**config.mk**
```make
export PLATFORM = sky130hd
export DESIGN_NAME = vend_sequencer
export DESIGN_NICKNAME = d
export VERILOG_FILES = /design/src/rtl/vend_sequencer.sv
export SDC_FILE = /design/constraint.sdc
export NUM_CORES = 1
export LEC_CHECK = 0
export BUFFER_PORTS_ARGS = -buffer_cell sky130_fd_sc_hd__buf_4
export CAP_MARGIN = 25
export CORE_UTILIZATION = 46
export DETAILED_ROUTE_END_ITERATION = 7
export PLACE_DENSITY_LB_ADDON = 0.2
export SKIP_CTS_REPAIR_TIMING = 1
export SLEW_MARGIN = 20
export SYNTH_ARGS = -nofsm -noshare
export SYNTH_HDL_FRONTEND = slang
export SYNTH_SLANG_ARGS = --single-unit
```
**constraint.sdc**
```tcl
create_clock -name clk -period 2.3 [get_ports clk]
set_input_delay 0.345 -clock clk [delete_from_list [all_inputs] [get_ports clk]]
set_output_delay 0.345 -clock clk [all_outputs]
set_load 0.05 [all_outputs]
```
**src/rtl/vend_sequencer.sv**
```systemverilog
// vend_sequencer: main sequencing FSM of the vending machine.
// Takes coins, accumulates credit, grants a vend once the price is covered,
// times the dispense pulse and pays change or refunds one nickel per cycle.
//
// Optional feature: define VEND_TIMEOUT_EN to refund automatically after
// TIMEOUT_CYCLES cycles of inactivity in CREDIT/PAID.
//
// state    | meaning
// ---------+-------------------------------------------------------------
// IDLE     | no credit, waiting for the first coin
// CREDIT   | credit below price, more coins expected
// PAID     | credit covers price, vend or more coins possible
// DISPENSE | motor driven for DISPENSE_CYCLES cycles
// CHANGE   | paying the remainder after a vend, one nickel per cycle
// REFUND   | returning the whole credit after cancel/timeout
// 6..15    | unreachable; recover to IDLE and drop credit

module vend_sequencer #(
    parameter int PRICE           = 75,
    parameter int MAX_CREDIT      = 255,
    parameter int DISPENSE_CYCLES = 4,
    parameter int TIMEOUT_CYCLES  = 1000
) (
    input  logic       clk,
    input  logic       rst_n,
    input  logic       coin_valid_i,
    input  logic [1:0] coin_value_i,
    input  logic       cancel_i,
    input  logic       vend_req_i,
    input  logic       item_ready_i,
    output logic       coin_accept_o,
    output logic       coin_reject_o,
    output logic       sold_out_o,
    output logic       dispense_o,
    output logic       change_pulse_o,
    output logic [7:0] credit_o,
    output logic [3:0] state_o
);

    typedef enum logic [3:0] {
        ST_IDLE     = 4'd0,
        ST_CREDIT   = 4'd1,
        ST_PAID     = 4'd2,
        ST_DISPENSE = 4'd3,
        ST_CHANGE   = 4'd4,
        ST_REFUND   = 4'd5
    } state_e;

    // dispense timer holds DISPENSE_CYCLES-1 down to 0
    localparam int DW = (DISPENSE_CYCLES > 1) ? $clog2(DISPENSE_CYCLES) : 1;

    state_e         state_q, state_d;
    logic [7:0]     credit_q, credit_d;
    logic [DW-1:0]  disp_cnt_q, disp_cnt_d;
    logic           coin_accept_q, coin_accept_d;
    logic           coin_reject_q, coin_reject_d;
    logic           sold_out_q, sold_out_d;
    logic           dispense_q, dispense_d;
    logic           change_q, change_d;

    logic [8:0]     coin_val;
    logic [8:0]     coin_sum;
    logic           coin_ok;
    logic           in_purchase;
    logic           vend_grant;
    logic           tmo_hit;

    // coin value in cents; slug contributes nothing and is never accepted
    always_comb begin
        coin_val = 9'd0;
        case (coin_value_i)
            2'b00:   coin_val = 9'd5;
            2'b01:   coin_val = 9'd10;
            2'b10:   coin_val = 9'd25;
            default: coin_val = 9'd0;
        endcase
    end

    assign coin_sum    = {1'b0, credit_q} + coin_val;
    assign coin_ok     = coin_valid_i && (coin_value_i != 2'b11)
                         && (coin_sum <= 9'(MAX_CREDIT));
    assign in_purchase = (state_q == ST_CREDIT) || (state_q == ST_PAID);
    assign vend_grant  = (state_q == ST_PAID) && vend_req_i && item_ready_i;

`ifdef VEND_TIMEOUT_EN
    localparam int TW = $clog2(TIMEOUT_CYCLES + 1);

    logic [TW-1:0] tmo_q, tmo_d;

    // inactivity down-counter, reloaded on entry to CREDIT/PAID and on each accepted coin
    always_comb begin
        tmo_d = tmo_q;
        if (coin_accept_d ||
            (((state_d == ST_CREDIT) || (state_d == ST_PAID)) && !in_purchase)) begin
            tmo_d = TW'(TIMEOUT_CYCLES - 1);
        end else if (in_purchase && (tmo_q != '0)) begin
            tmo_d = tmo_q - TW'(1);
        end
    end

    // inactivity counter register
    always_ff @(posedge clk or negedge rst_n) begin
        if (!rst_n) begin
            tmo_q <= '0;
        end else begin
            tmo_q <= tmo_d;
        end
    end

    assign tmo_hit = in_purchase && (tmo_q == '0);
`else
    logic unused_tmo;
    assign unused_tmo = (TIMEOUT_CYCLES != 0);
    assign tmo_hit    = 1'b0;
`endif

    // next-state, credit and output decode; priority cancel > vend > coin > timeout
    always_comb begin
        state_d       = state_q;
        credit_d      = credit_q;
        disp_cnt_d    = disp_cnt_q;
        coin_accept_d = 1'b0;
        sold_out_d    = 1'b0;
        dispense_d    = 1'b0;
        change_d      = 1'b0;

        case (state_q)
            ST_IDLE, ST_CREDIT, ST_PAID: begin
                if (cancel_i && in_purchase) begin
                    state_d  = ST_REFUND;
                    change_d = (credit_q != 8'd0);
                end else if (vend_grant) begin
                    state_d    = ST_DISPENSE;
                    credit_d   = credit_q - 8'(PRICE);
                    dispense_d = 1'b1;
                    disp_cnt_d = DW'(DISPENSE_CYCLES - 1);
                end else begin
                    if ((state_q == ST_PAID) && vend_req_i) begin
                        sold_out_d = 1'b1;
                    end
                    // a coin alongside cancel is returned even where cancel itself has no effect
                    if (coin_ok && !cancel_i) begin
                        coin_accept_d = 1'b1;
                        credit_d      = coin_sum[7:0];
                        state_d       = (coin_sum >= 9'(PRICE)) ? ST_PAID : ST_CREDIT;
                    end else if (tmo_hit) begin
                        state_d  = ST_REFUND;
                        change_d = (credit_q != 8'd0);
                    end
                end
            end

            ST_DISPENSE: begin
                if (disp_cnt_q == '0) begin
                    state_d  = (credit_q != 8'd0) ? ST_CHANGE : ST_IDLE;
                    change_d = (credit_q != 8'd0);
                end else begin
                    disp_cnt_d = disp_cnt_q - DW'(1);
                    dispense_d = 1'b1;
                end
            end

            ST_CHANGE, ST_REFUND: begin
                // the nickel shown this cycle is deducted at its end
                if (credit_q <= 8'd5) begin
                    credit_d = 8'd0;
                    state_d  = ST_IDLE;
                end else begin
                    credit_d = credit_q - 8'd5;
                    change_d = 1'b1;
                end
            end

            default: begin
                state_d  = ST_IDLE;
                credit_d = 8'd0;
            end
        endcase

        coin_reject_d = coin_valid_i && !coin_accept_d;
    end

    // state, credit and registered output flops
    always_ff @(posedge clk or negedge rst_n) begin
        if (!rst_n) begin
            state_q       <= ST_IDLE;
            credit_q      <= 8'd0;
            disp_cnt_q    <= '0;
            coin_accept_q <= 1'b0;
            coin_reject_q <= 1'b0;
            sold_out_q    <= 1'b0;
            dispense_q    <= 1'b0;
            change_q      <= 1'b0;
        end else begin
            state_q       <= state_d;
            credit_q      <= credit_d;
            disp_cnt_q    <= disp_cnt_d;
            coin_accept_q <= coin_accept_d;
            coin_reject_q <= coin_reject_d;
            sold_out_q    <= sold_out_d;
            dispense_q    <= dispense_d;
            change_q      <= change_d;
        end
    end

    assign coin_accept_o  = coin_accept_q;
    assign coin_reject_o  = coin_reject_q;
    assign sold_out_o     = sold_out_q;
    assign dispense_o     = dispense_q;
    assign change_pulse_o = change_q;
    assign credit_o       = credit_q;
    assign state_o        = state_q;

endmodule

```
==> run metrics <==
outcome=finished, violations left; failing checks=setup timing; GRT overflow=0; Worst Setup SP=coin_value_i[1]; clock-pin slew of the registers on the worst-case setup and hold paths=0.11 ns; Max-Cap Viols=0; Placer Congestion=0.9881; slowest stage cell, crit path=fa_2; I/O pin total=25; CP Max Fanout=5; Leak Pwr=0.001026 uW; Mapped Avg Cell Area=8.358 um2; met3 usage=2.757%; dpl cell area=2067 um2; r2r startpoint=credit_o[0]$_DFFE_PN0P_; CTS Sinks=18; post-route setup slack=-0.04010 ns; Die Area=3879 um2; Layout area overhead=35.48%; post-route insts no fill=288; register area share after synthesis=26.95%; remaining antenna violation count=0; nets=268; Total Power=3433 uW; Die Wd=62.28 um; M2 GR Usage=43.82%; Clock Latency Late Sink=0.31 ns; # diodes=0; largest net degree at the start of global routing=19; H-tree depth=1; setup violators final=3; asr flop ratio synth=100.0%; CP bufs+invs=2; most frequent cells after synthesis=21 x a21oi_1, 18 x dfrtp_1, 16 x ha_1, 16 x nand2_1, 16 x o21ai_0; worst slack, placed=-0.4649 ns; Total GRT Usage=25.64%; final instance area=2265 um2; worst-case clock buffer depth=2; Layout fillers=291; CP top delay family=compound AO/OA/AOI/OAI gates; Period minus WS final=2.340 ns; core area=3416 um2; Reg area=451.7 um2; die height=62.28 um; hold_ws=0.1999 ns; Mapped Nets=225; Final Cycle Share=101.7%; R2R Setup Slk=-0.01 ns; synth unique cells=57; GRT busiest layer=met2; data required time of the critical path=2.51 ns; Via density=6.066; prevailing post-synth register cell=dfrtp_1; # DRC=0; Netlist Area Pre-Place=1672 um2; Inst Count DP=282; initial antenna violation count=0; Synth area leaders=dfrtp_1 27%, ha_1 12%, a21oi_1 6.3%, o21ai_0 4.8%, nand2_1 3.6%; Startpoint Class=input pin; port bufs=23; Hold Crit Class=in2reg; synth warn=0; PD cells=1516 nW/um2; critical path depth in cells=12; 1st-pass router iterations=4; CP most frequent cell=nor2_2; crit-path max cell delay=0.36 ns; routed via count=1747; reg2reg path depth=7; Root Driver=clkbuf_4; total CTS buffers=3; Cells after Synth=200; first-pass GRT wire length=7838 um; r2r endpoint=state_o[0]$_DFFE_PN0P_; Synth top area share=26.95%; maximum vdd ir drop=643.4 uV; Synth Register Bits=18; # rows=21; kind of critical path=in2reg; area leader, netlist=dfrtp_1; CTS tree=yes; Initial Utilization=48.94%; post-DR wirelength/cell=17.38 um; layout cells sized above 1=37.19%; Fmax=0.4273 GHz; met1 Use GR=32.72%; Final Hold Vio Count=0; Routed WL=5006 um; CP arrival=2.55 ns; Detailed Route Iter0 Violations=151; vias in the first global route=1688; CP Cell Sequence=buf_12, inv_6, ha_4, nor2_4, nor2_2, ha_2, fa_2, a21o_4, a311oi_2, nor2_2, a211o_2, o41ai_2; Setup crit end kind=flip-flop; critical path capture point=state_o[0]$_DFFE_PN0P_; RSZ-0062 raised after global routing=yes; dpl hpwl=3699 um; Multi-input gate area=1246 um2; EDFF count, synth=0; count leader, synth=a21oi_1; Final Max Tran Viols=0; final clock skew=0.001642 ns
-- stage by stage --
step / utilization [%] / TNS, ns
after floorplan: - / -0.5133
after global placement: 60.51 / -3.642
after detailed placement: 60.51 / -4.703
after CTS: 61.58 / -0.8422
after global routing: 66.30 / -0.5977
final: 66.30 / -0.07285
-- metal layers --
layer / part of all wire [%] / wire length, um / vias up
met5: 0 / 0 / -
met1: 42 / 2105 / 831
met2: 49 / 2430 / 91
met3: 7.5 / 373 / 11
met4: 1.9 / 97 / 0
li1: - / - / 814
-- power by group --
group          switching (uW)  internal (uW)
sequential                148            432
combinational            1580           1070
clock                     114           96.7
total                    1840           1600
-- placed cells by master, fill, tap and decap left out, drive strengths merged, types with 2 or more instances in the layout --
cell and count:
dfrtp 18, o22ai 3, a211o 3, nor3 3
and2 2, a221oi 2, ha 16, nand2b 2
xnor2 4, o21bai 2, a21oi 22, nand2 16
nor2 15, a31oi 5, or3 2, nand3 3
and3 2, nand3b 2, a21o 5, buf 48
inv 12, clkbuf 4, xor2 4, o21ai 18
a311oi 2, nor4b 2, a31o 2
-- sequential cells by signal (all words and copies together), names as in the netlist --
| signal | cells |
|---|---|
| coin_reject_o | 1 |
| sold_out_o | 1 |
| disp_cnt_q | 2 |
| change_pulse_o | 1 |
| coin_accept_o | 1 |
| dispense_o | 1 |
| state_o | 3 |
| credit_o | 8 |
-- cell type report --
type / instances / share of cell area [%]
timing repair buffer: 49 / 18.12
multi-input combinational: 159 / 55.03
inverter: 12 / 2.762
tap: 46 / 2.541
clock buffer: 4 / 1.602
sequential: 18 / 19.94
-- worst min path at each step --
stage               slack [ns]  cells after the start                       end          from
global placement          0.23                      1      sold_out_o$_DFF_PN0_         rst_n
floorplan                 0.05                      0  change_pulse_o$_DFF_PN0_         rst_n
finish                    0.20                      2      sold_out_o$_DFF_PN0_  item_ready_i
detailed placement        0.23                      1      sold_out_o$_DFF_PN0_         rst_n
global route              0.20                      2      sold_out_o$_DFF_PN0_  item_ready_i
CTS                      -0.11                      1      sold_out_o$_DFF_PN0_         rst_n
-- logic make-up (layout without fill, tap and decap cells) --
family / Yosys count / count (layout) / share of synthesized area (%)
xor gates and xnor gates: 8 / 8 / 4.191
buffers and inverters: 23 / 65 / 6.512
adders and majority gates: 17 / 17 / 13.17
AOI/OAI and AO/OA: 76 / 76 / 31.06
other: 1 / 1 / 0.2243
muxes: 1 / 1 / 0.5988
DFF: 18 / 18 / 26.95
and+or+nand+nor: 56 / 56 / 17.29
Note: power is estimated with default switching activity, not from simulation.
